[src/rtl/mbist_seq_ctrl_if.sv]
// MBIST engine control/status bundle shared between the sequencer and the engine.
interface mbist_seq_ctrl_if #(
  parameter int BIST_NO_SRAM = 4
);
  logic                    bist_en;
  logic                    bist_run;
  logic                    bist_shift;
  logic                    bist_load;
  logic                    bist_sdi;
  logic                    bist_done;
  logic [BIST_NO_SRAM-1:0] bist_error;
  logic                    bist_sdo;

  modport master (
    output bist_en, bist_run, bist_shift, bist_load, bist_sdi,
    input  bist_done, bist_error, bist_sdo
  );

  modport slave (
    input  bist_en, bist_run, bist_shift, bist_load, bist_sdi,
    output bist_done, bist_error, bist_sdo
  );
endinterface

[src/rtl/mbist_seq_ctrl.sv]
// MBIST sequencer: runs test-and-readout or repair-load sequences on the engine
// and keeps sticky status. All engine controls come straight from flops.
module mbist_seq_ctrl #(
  parameter int BIST_NO_SRAM = 4,
  parameter int BIST_ADDR_WD = 9,
  parameter int SHIFT_LEN    = BIST_NO_SRAM * BIST_ADDR_WD,
  parameter int SETUP_CYC    = 4,
  parameter int TMO_WD       = 20
) (
  input  logic                    wb_clk_i,
  input  logic                    wb_rst_i,
  input  logic                    cfg_start,
  input  logic                    cfg_load,
  input  logic                    cfg_abort,
  input  logic [SHIFT_LEN-1:0]    cfg_repair_addr,
  mbist_seq_ctrl_if.master        bist,
  output logic                    sts_busy,
  output logic                    sts_done,
  output logic                    sts_timeout,
  output logic [BIST_NO_SRAM-1:0] sts_err_mask,
  output logic [SHIFT_LEN-1:0]    sts_err_addr
);

  localparam int SCW = $clog2(SHIFT_LEN + 1);
  localparam int UCW = $clog2(SETUP_CYC + 1);
  localparam logic [SCW-1:0] SHIFT_LAST = SCW'(SHIFT_LEN - 1);
  localparam logic [UCW-1:0] SETUP_LAST = UCW'(SETUP_CYC - 1);

  typedef enum logic [2:0] {
    IDLE, SETUP, RUN, RDSHIFT, LDSHIFT, LDPULSE, DONE
  } state_t;

  state_t               state;
  state_t               state_next;
  logic [UCW-1:0]       setup_cnt;
  logic [SCW-1:0]       shift_cnt;
  logic [TMO_WD-1:0]    tmo_cnt;
  logic [SHIFT_LEN-1:0] load_sreg;
  logic                 en_next;
  logic                 run_next;
  logic                 shift_next;
  logic                 load_next;
  logic                 take_start;
  logic                 take_load;
  logic                 run_done;
  logic                 run_timeout;

  // Accepted requests and RUN exits; abort masks all of them, start beats load.
  always_comb begin
    take_start  = (state == IDLE) && cfg_start && !cfg_abort;
    take_load   = (state == IDLE) && cfg_load && !cfg_start && !cfg_abort;
    run_done    = (state == RUN) && bist.bist_done && !cfg_abort;
    run_timeout = (state == RUN) && !bist.bist_done && (&tmo_cnt) && !cfg_abort;
  end

  // Next-state decode plus the engine controls that go with the next state.
  always_comb begin
    state_next = state;
    if (cfg_abort) begin
      state_next = IDLE;
    end else begin
      case (state)
        IDLE: begin
          if (cfg_start)     state_next = SETUP;
          else if (cfg_load) state_next = LDSHIFT;
        end
        SETUP:   if (setup_cnt == SETUP_LAST) state_next = RUN;
        RUN: begin
          if (bist.bist_done)  state_next = RDSHIFT;
          else if (&tmo_cnt)   state_next = IDLE;
        end
        RDSHIFT: if (shift_cnt == SHIFT_LAST) state_next = DONE;
        LDSHIFT: if (shift_cnt == SHIFT_LAST) state_next = LDPULSE;
        LDPULSE: state_next = DONE;
        DONE:    state_next = IDLE;
        default: state_next = IDLE;
      endcase
    end
    en_next    = state_next inside {SETUP, RUN, RDSHIFT, LDSHIFT, LDPULSE};
    run_next   = (state_next == RUN);
    shift_next = state_next inside {RDSHIFT, LDSHIFT};
    load_next  = (state_next == LDPULSE);
  end

  // State register.
  always_ff @(posedge wb_clk_i) begin
    if (wb_rst_i) state <= IDLE;
    else          state <= state_next;
  end

  // Registered engine controls, counters, load shifter and sticky status.
  always_ff @(posedge wb_clk_i) begin
    if (wb_rst_i) begin
      bist.bist_en    <= 1'b0;
      bist.bist_run   <= 1'b0;
      bist.bist_shift <= 1'b0;
      bist.bist_load  <= 1'b0;
      bist.bist_sdi   <= 1'b0;
      sts_busy        <= 1'b0;
      sts_done        <= 1'b0;
      sts_timeout     <= 1'b0;
      sts_err_mask    <= '0;
      sts_err_addr    <= '0;
      setup_cnt       <= '0;
      shift_cnt       <= '0;
      tmo_cnt         <= '0;
      load_sreg       <= '0;
    end else begin
      bist.bist_en    <= en_next;
      bist.bist_run   <= run_next;
      bist.bist_shift <= shift_next;
      bist.bist_load  <= load_next;
      sts_busy        <= (state_next != IDLE);

      setup_cnt <= (state == SETUP) ? setup_cnt + 1'b1 : '0;
      tmo_cnt   <= (state == RUN) ? tmo_cnt + 1'b1 : '0;
      shift_cnt <= (state inside {RDSHIFT, LDSHIFT}) ? shift_cnt + 1'b1 : '0;

      if (state == RDSHIFT)
        sts_err_addr <= {sts_err_addr[SHIFT_LEN-2:0], bist.bist_sdo};

      if (run_done)
        sts_err_mask <= bist.bist_error;

      if (take_load) begin
        bist.bist_sdi <= cfg_repair_addr[SHIFT_LEN-1];
        load_sreg     <= {cfg_repair_addr[SHIFT_LEN-2:0], 1'b0};
      end else if (state == LDSHIFT && state_next == LDSHIFT) begin
        bist.bist_sdi <= load_sreg[SHIFT_LEN-1];
        load_sreg     <= {load_sreg[SHIFT_LEN-2:0], 1'b0};
      end else begin
        bist.bist_sdi <= 1'b0;
      end

      if (take_start)       sts_timeout <= 1'b0;
      else if (run_timeout) sts_timeout <= 1'b1;

      if (take_start || take_load)            sts_done <= 1'b0;
      else if (state == DONE && !cfg_abort)   sts_done <= 1'b1;
    end
  end

endmodule

[src/flat_wrapper.sv]
// flat-port wrapper written by rule: the top's interface ports become plain ports
module mbist_seq_ctrl_flat 
#(
  parameter int BIST_NO_SRAM = 4,
  parameter int BIST_ADDR_WD = 9,
  parameter int SHIFT_LEN    = BIST_NO_SRAM * BIST_ADDR_WD,
  parameter int SETUP_CYC    = 4,
  parameter int TMO_WD       = 20
)
  (wb_clk_i, wb_rst_i, cfg_start, cfg_load, cfg_abort, cfg_repair_addr, sts_busy, sts_done, sts_timeout, sts_err_mask, sts_err_addr, bist_bist_en, bist_bist_run, bist_bist_shift, bist_bist_load, bist_bist_sdi, bist_bist_done, bist_bist_error, bist_bist_sdo);
  mbist_seq_ctrl_if #(.BIST_NO_SRAM(BIST_NO_SRAM)) bist_i ();
  input  logic wb_clk_i;
  input  logic wb_rst_i;
  input  logic cfg_start;
  input  logic cfg_load;
  input  logic cfg_abort;
  input  logic [SHIFT_LEN-1:0] cfg_repair_addr;
  output logic sts_busy;
  output logic sts_done;
  output logic sts_timeout;
  output logic [BIST_NO_SRAM-1:0] sts_err_mask;
  output logic [SHIFT_LEN-1:0] sts_err_addr;
  output wire logic [$bits(bist_i.bist_en)-1:0] bist_bist_en;
  output wire logic [$bits(bist_i.bist_run)-1:0] bist_bist_run;
  output wire logic [$bits(bist_i.bist_shift)-1:0] bist_bist_shift;
  output wire logic [$bits(bist_i.bist_load)-1:0] bist_bist_load;
  output wire logic [$bits(bist_i.bist_sdi)-1:0] bist_bist_sdi;
  input wire logic [$bits(bist_i.bist_done)-1:0] bist_bist_done;
  input wire logic [$bits(bist_i.bist_error)-1:0] bist_bist_error;
  input wire logic [$bits(bist_i.bist_sdo)-1:0] bist_bist_sdo;
  assign bist_bist_en = bist_i.bist_en;
  assign bist_bist_run = bist_i.bist_run;
  assign bist_bist_shift = bist_i.bist_shift;
  assign bist_bist_load = bist_i.bist_load;
  assign bist_bist_sdi = bist_i.bist_sdi;
  assign bist_i.bist_done = bist_bist_done;
  assign bist_i.bist_error = bist_bist_error;
  assign bist_i.bist_sdo = bist_bist_sdo;
  mbist_seq_ctrl #(.BIST_NO_SRAM(BIST_NO_SRAM), .BIST_ADDR_WD(BIST_ADDR_WD), .SHIFT_LEN(SHIFT_LEN), .SETUP_CYC(SETUP_CYC), .TMO_WD(TMO_WD)) u_core (.wb_clk_i(wb_clk_i), .wb_rst_i(wb_rst_i), .cfg_start(cfg_start), .cfg_load(cfg_load), .cfg_abort(cfg_abort), .cfg_repair_addr(cfg_repair_addr), .bist(bist_i), .sts_busy(sts_busy), .sts_done(sts_done), .sts_timeout(sts_timeout), .sts_err_mask(sts_err_mask), .sts_err_addr(sts_err_addr));
endmodule
[config.mk]
export PLATFORM = sky130hd
export DESIGN_NAME = mbist_seq_ctrl_flat
export DESIGN_NICKNAME = d
export VERILOG_FILES = /design/src/rtl/mbist_seq_ctrl_if.sv /design/src/rtl/mbist_seq_ctrl.sv /design/src/flat_wrapper.sv
export SDC_FILE = /design/constraint.sdc
export NUM_CORES = 1
export LEC_CHECK = 0
export BUFFER_PORTS_ARGS = -buffer_cell sky130_fd_sc_hd__buf_2
export CORE_UTILIZATION = 58
export CTS_CLUSTER_DIAMETER = 50
export DETAILED_ROUTE_END_ITERATION = 16
export PLACE_DENSITY = 0.92
export SYNTH_ARGS = -nofsm -noshare
export SYNTH_HDL_FRONTEND = slang
export SYNTH_SLANG_ARGS = --single-unit
[constraint.sdc]
create_clock -name wb_clk_i -period 6.05 [get_ports wb_clk_i]
set_input_delay 0 -clock wb_clk_i [delete_from_list [all_inputs] [get_ports wb_clk_i]]
set_output_delay 0 -clock wb_clk_i [all_outputs]
set_load 0.02 [all_outputs]
==> results of run 1 <==
-- cell families (layout without fill, tap and decap cells) --
family,after synthesis,in the layout,synth area share [%]
AO/OA/AOI/OAI,95,95,10.72
XOR/XNOR,21,21,3.623
adder cells (fa/ha/maj),4,4,0.9860
buffers and inverters,42,179,3.698
flip-flops,115,115,45.35
multiplexers,39,39,10.60
AND/OR/NAND/NOR,280,280,25.02
-- final cells by class --
| type | count | area [um^2] |
|---|---|---|
| Tap cell | 105 | 131.4 |
| Fill cell | 480 | 1779 |
| Sequential cell | 115 | 2302 |
| Timing Repair Buffer | 140 | 930.9 |
| Clock buffer | 18 | 427.9 |
| Inverter | 7 | 26.28 |
| Multi-Input combinational cell | 439 | 2589 |
| Clock inverter | 14 | 153.9 |
-- metal layers --
| layer | routed length (um) | vias to the layer above | share of wire, % | global-route usage (%) |
|---|---|---|---|---|
| met5 | 0 | - | 0 | 0 |
| met4 | 894 | 0 | 6.2 | 24.25 |
| met3 | 850 | 75 | 5.9 | 9.330 |
| met2 | 7174 | 238 | 50 | 56.43 |
| met1 | 5391 | 2232 | 38 | 33.76 |
| li1 | - | 2236 | - | - |
-- through the flow --
stage                     total power, W  std cells  util (%)
final                           0.001841        838     78.67
after global routing            0.001883        838     78.67
after CTS                       0.001830        838     78.67
after detailed placement       0.0008521        761     66.29
after global placement         0.0008504        761     66.29
after floorplan                0.0008294        596         -
-- state kept, by name, indices dropped and copies added (netlist names), 3 cells and up --
| signal | count |
|---|---|
| u_core.load_sreg | 35 |
| u_core.setup_cnt | 3 |
| u_core.shift_cnt | 6 |
| u_core.state | 3 |
| u_core.sts_err_addr | 36 |
| u_core.sts_err_mask | 4 |
| u_core.tmo_cnt | 20 |
-- placed cells by master (no fill, tap or decap), types with 3 or more instances in the layout --
master / count
ha_1: 4
clkbuf_16: 16
xor2_1: 14
mux2_4: 28
and3_1: 5
nand2_1: 153
xnor2_1: 7
mux2_1: 4
inv_1: 7
nand3_1: 14
nor3_1: 3
clkinvlp_4: 6
nand4_1: 6
dfxtp_1: 115
nor4_1: 4
nor2b_1: 36
and2_1: 3
dlygate4sd3_1: 45
mux2i_1: 5
buf_2: 93
inv_6: 3
a21oi_1: 77
nor2_1: 42
-- report_power, final --
part	total (W)	internal (W)	switching, W
registers	0.000766	0.000762	0.00000441
clock network	0.000976	0.000600	0.000376
logic	0.0000988	0.0000461	0.0000527
-- how the worst min path moves through the flow --
stage	from	endpoint	slack, ns	depth (start not counted)
after floorplan	cfg_start	u_core.sts_timeout	0.1	1
after global placement	bist_bist_error[3]	u_core.sts_err_mask[3]	0.23	3
after detailed placement	bist_bist_error[1]	u_core.sts_err_mask[1]	0.24	3
after CTS	cfg_load	u_core.bist.bist_run	0.12	4
after global routing	cfg_load	u_core.bist.bist_run	0.14	4
final	cfg_load	u_core.bist.bist_run	0.18	4
-- worst max-delay path: stages, from the launching register on --
cell     delay, ns
dfxtp_1       0.60
nand2_1       0.17
or2_2         0.58
o32ai_1       0.52
nand4_4       0.75
mux2_1        0.61
==> impl_metrics.py, run 1 <==
metrics = {
    "status": {
        "status": "complete, no violations",
    },
    "timing": {
        "finalHoldViolations": 0,
        "finalCriticalPeriod_ns": 3.364,
        "finalSetupViolations": 0,
        "period_share_pct": 55.61,
        "fmax_mhz": 297.2,
        "grt_setup_unrepaired": "false",
        "finClkSkew_ns": 0.008216,
        "relSlewSlack_pct": 10.65,
        "timing.setup.tns_ns": 0,
        "drv_slew": 0,
        "worst_pin_slew_ns": 1.340,
        "setup_ws_ns": 2.686,
        "holdWs_ns": 0.1767,
    },
    "placed_design": {
        "place_ws_ns": 2.810,
        "portBuffers": 94,
        "hpwl_um": 7304,
        "gp_congestion": 0.8244,
        "place_area_um2": 5529,
    },
    "clock_tree": {
        "cts_root_buf": "clkbuf_8",
        "cts-buffers-inserted": 17,
        "cts_setup_buffers": 0,
        "cts.repair.resized": 0,
        "clockBufferDepth": 2,
        "cts_hold_buf": 45,
        "h-tree-depth": 4,
        "clk_latency_ns": 0.51,
        "clk_pin_slew_ns": 0.06,
        "cts_sinks": 115,
        "cts_tree": "done",
    },
    "logic_synthesis": {
        "synth_top_cell_by_area": "dfxtp_1",
        "yosysTopAreaCellShare_pct": 45.35,
        "syn_area_um2": 5076,
        "synth_warnings": 0,
        "synthTopCellsByCount": "nand2_1, dfxtp_1, a21oi_1, nor2_1, nor2b_1",
        "syn_area_per_cell_um2": 8.517,
        "synth_nets": 647,
        "synthTopCellsByArea": "dfxtp_1, nand2_1, mux2_4, a21oi_1, nor2b_1",
        "async_flop_share_pct": 0,
        "ys_seq_elements": 115,
        "ys.flop_type": "dfxtp_1",
        "synth.most_common_cell": "nand2_1",
        "ys_types": 49,
        "synth_edf_count": 0,
        "synth_cells": 596,
        "ys_seq_area_share_pct": 45.35,
    },
    "detailed_routing": {
        "vias": 4781,
        "dr.pass1.iters": 7,
        "dr.first_iter.drc_count": 360,
        "drc": 0,
        "viasPerCell": 5.705,
        "drtAntennaViolNets": 0,
        "wl_um": 14310,
        "post_drt_wl_per_cell_um": 17.08,
    },
    "global_route": {
        "grt_max_degree": 118,
        "grt_pass1_vias": 4770,
        "antenna_found_initial": 0,
        "grt_use_total_pct": 32.77,
        "grt_pass1_wl_um": 22470,
        "grt-ovfl-total": 0,
    },
    "finish": {
        "n_antenna_cell": 0,
        "design_area_um2": 6561,
        "drive_gt1_share_pct": 22.37,
        "fin_nets": 771,
        "syn_to_final_growth_pct": 29.26,
    },
    "die": {
        "die_x_um": 95.55,
        "core_um2": 8341,
        "die_area_um2": 9130,
        "dieHeight_um": 95.55,
        "rows": 33,
        "io_pins": 95,
        "initial_core_util_pct": 60.86,
    },
    "critical_path": {
        "reg2reg_from": "u_core.state[0]",
        "startpoint_type": "flip-flop",
        "path_max_fanout": 39,
        "crit_start": "u_core.state[0]",
        "r2r_cells": 5,
        "worstPathRequired_ns": 6.44,
        "worstSetupEndpointType": "flip-flop",
        "reg2reg_to": "u_core.load_sreg[4]",
        "rrSetupSlack_ns": 2.69,
        "arrival_ns": 3.75,
        "crit_end": "u_core.load_sreg[4]",
        "path_class": "reg -> reg",
    },
    "worst_hold_path": {
        "hp-class": "in -> reg",
    },
    "power": {
        "p_leak_nw": 2.682,
        "power_density_nw_per_um2": 280.6,
        "irDropWorstVdd_uv": 195.7,
    },
    "flow_run": {
        "max_cap_viol_count": 0,
    },
}
No activity file was read; power rests on OpenSTA's default activity.
==> run 2, diff against run 1 <==
ABC_AREA = 1   (was not set)
CORE_UTILIZATION = 55   (was 58)
PLACE_DENSITY = 0.88   (was 0.92)
clock period = 3.5 ns   (was 6.05 ns; I/O delays follow)
==> run 2 against run 1 <==
  * Clock skew up 0.0022 ns
  * Critical path type unchanged
  * Via count up 11%
  * First-iteration DRC count up 37%
  * Final cell count up 14%
  * Largest power group unchanged
==> impl_metrics.py, run 2 <==
metrics = {
    "clock_tree": {
        "cts-buffers-inserted": 17,
        "clockBufferDepth": 2,
        "cts_setup_buffers": 0,
        "clk_pin_slew_ns": 0.06,
        "cts.repair.resized": 0,
        "clk_latency_ns": 0.52,
        "cts_hold_buf": 46,
        "cts_root_buf": "clkbuf_8",
        "cts_sinks": 115,
        "cts_tree": "done",
        "h-tree-depth": 4,
    },
    "finish": {
        "largest-register": "u_core.sts_err_addr",
        "largest_register_ffs": 36,
        "fin_util_pct": 74.51,
        "top_regs": "u_core.sts_err_addr: 36 flops, u_core.load_sreg: 35 flops, u_core.tmo_cnt: 20 flops",
        "drive_gt1_share_pct": 17.63,
        "syn_to_final_growth_pct": 31.24,
        "fin_nets": 883,
        "final_common_cell": "nand2_1",
        "layout_common_cells": "nand2_1, dfxtp_1, nor2_1",
    },
    "logic_synthesis": {
        "synthTopCellsByCount": "nand2_1, dfxtp_1, nor2_1, a21oi_1, nand3_1",
        "synth_edf_count": 0,
        "synth_nets": 751,
        "async_flop_share_pct": 0,
        "synth_top_cell_by_area": "dfxtp_1",
        "ys_seq_area_share_pct": 46.50,
        "synth_xor_area_share_pct": 0.8845,
        "yosysTopAreaCellShare_pct": 46.50,
        "ys.flop_type": "dfxtp_1",
        "synth-simple-area-share_pct": 33.59,
        "synth_cells": 700,
        "synth_top_family_by_area": "simple AND/OR/NAND/NOR gates",
        "synth_mux_area_share_pct": 0,
        "ys_types": 32,
        "synth_compound_area_share_pct": 11.20,
        "synth_adder_area_share_pct": 1.011,
        "synth.most_common_cell": "nand2_1",
        "synth_warnings": 0,
        "syn_area_per_cell_um2": 7.073,
        "syn_area_um2": 4951,
        "ys_seq_elements": 115,
        "synthTopCellsByArea": "dfxtp_1, nand2_1, nor2_1, a21oi_1, nand3_1",
    },
    "critical_path": {
        "arrival_ns": 3.30,
        "cp.depth": 9,
        "path_class": "reg -> reg",
        "crit_slowest_cell": "dlygate4sd3_1",
        "worst-path-buf-inv": 2,
        "r2r_cells": 9,
        "crit_chain": "ha_1 -> nand3_2 -> nor2_2 -> nand3_2 -> nor3_1 -> nand2_1 -> dlygate4sd3_1 -> a21oi_1 -> dlygate4sd3_1",
        "path_max_fanout": 6,
        "startpoint_type": "flip-flop",
        "slowest_delay_ns": 0.56,
        "path_delay_family": "buffers and inverters",
        "rrSetupSlack_ns": 0.66,
        "worstSetupEndpointType": "flip-flop",
        "worstPathRequired_ns": 3.96,
    },
    "detailed_routing": {
        "vias": 5315,
        "dr.first_iter.drc_count": 493,
        "post_drt_wl_per_cell_um": 15.02,
        "drtAntennaViolNets": 0,
        "viasPerCell": 5.571,
        "dr.pass1.iters": 6,
        "drc": 0,
        "wl_um": 14330,
    },
    "global_route": {
        "grt_use_total_pct": 30.92,
        "grt_pass1_wl_um": 23670,
        "antenna_found_initial": 1,
        "grt_max_degree": 46,
        "grt_pass1_vias": 5267,
        "grt-ovfl-total": 0,
    },
    "timing": {
        "finClkSkew_ns": 0.01043,
        "finalSetupViolations": 0,
        "timing.setup.tns_ns": 0,
        "fmax_mhz": 352.4,
        "holdWs_ns": 0.06301,
        "worst_pin_slew_ns": 0.9495,
        "grt_setup_unrepaired": "false",
        "period_share_pct": 81.08,
        "drv_slew": 0,
        "relSlewSlack_pct": 36.63,
        "finalHoldViolations": 0,
        "finalCriticalPeriod_ns": 2.838,
    },
    "power": {
        "p_leak_nw": 2.959,
        "report.power.total_w": 0.003310,
        "power_density_nw_per_um2": 509.4,
        "irDropWorstVdd_uv": 336.1,
    },
    "die": {
        "initial_core_util_pct": 56.77,
        "core_um2": 8721,
        "io_pins": 95,
        "rows": 34,
        "dieHeight_um": 96.88,
        "die_x_um": 96.88,
        "die_area_um2": 9385,
    },
    "worst_hold_path": {
        "holdPathStages": 3,
        "hp-class": "in -> reg",
    },
    "placed_design": {
        "hpwl_um": 7470,
        "portBuffers": 94,
        "gp_congestion": 0.9118,
    },
    "status": {
        "status": "complete, no violations",
    },
    "flow_run": {
        "max_cap_viol_count": 0,
    },
}
run 2: cell types whose count changed in the layout (fill, tap and decap cells not counted), moves of 12 or more:
cell and change:
inv_1 +30, xor2_1 -12, mux2_4 -28, nor2_1 +72, nor2b_1 -36, nand2_1 +45, a21oi_1 -20, nand3_1 +40
o21ai_0 +44
run 2: worst reg2reg max path: stages, from the launching register on:
cell	delay (ns)
dfxtp_1	0.41
ha_1	0.28
nand3_2	0.14
nor2_2	0.25
nand3_2	0.19
nor3_1	0.18
nand2_1	0.08
dlygate4sd3_1	0.56
a21oi_1	0.12
dlygate4sd3_1	0.56
run 2: worst paths after layout:
check,from,to
hold / removal,wb_rst_i,u_core.load_sreg[18]
setup reg to reg,u_core.tmo_cnt[0],u_core.sts_timeout
hold reg to reg,u_core.setup_cnt[0],u_core.setup_cnt[0]
setup / recovery,u_core.tmo_cnt[0],u_core.sts_timeout
run 2: cells by family (layout without fill, tap and decap cells):
logic type,Yosys count,after routing
xor+xnor,5,5
simple gates,397,397
compound gates,107,107
buf+inv,72,217
fa+ha+maj,4,4
other cells,0,1
flops,115,115
run 2: stage by stage:
step           setup WS, ns  cells  cell area (um^2)
2_1_floorplan         1.730    700              4951
4_1_cts              0.7631    953              6495
3_5_place_dp          1.126    875              5410
6_report             0.6622    954              6497
3_3_place_gp          1.269    875              5410
5_1_grt              0.5398    954              6497
run 2: power breakdown:
group	internal (W)	switching, W	total (W)
Clock	0.00120	0.000636	0.00183
Sequential	0.00132	0.00000453	0.00132
Combinational	0.0000688	0.0000883	0.000157
run 2: layer usage:
layer	vias up	wire length, um	GRT usage [%]
met3	74	965	8.743
li1	2508	-	-
met5	-	0	0
met1	2435	5572	34.04
met4	0	644	15.73
met2	298	7143	54.12
run 2: final cells by class:
type | instances | area [um^2]
Timing Repair Buffer | 146 | 975.9
Inverter | 39 | 146.4
Fill cell | 563 | 2223
Sequential cell | 115 | 2302
Multi-Input combinational cell | 513 | 2311
Clock buffer | 20 | 445.4
Clock inverter | 12 | 178.9
Tap cell | 108 | 135.1
Antenna cell | 1 | 2.502
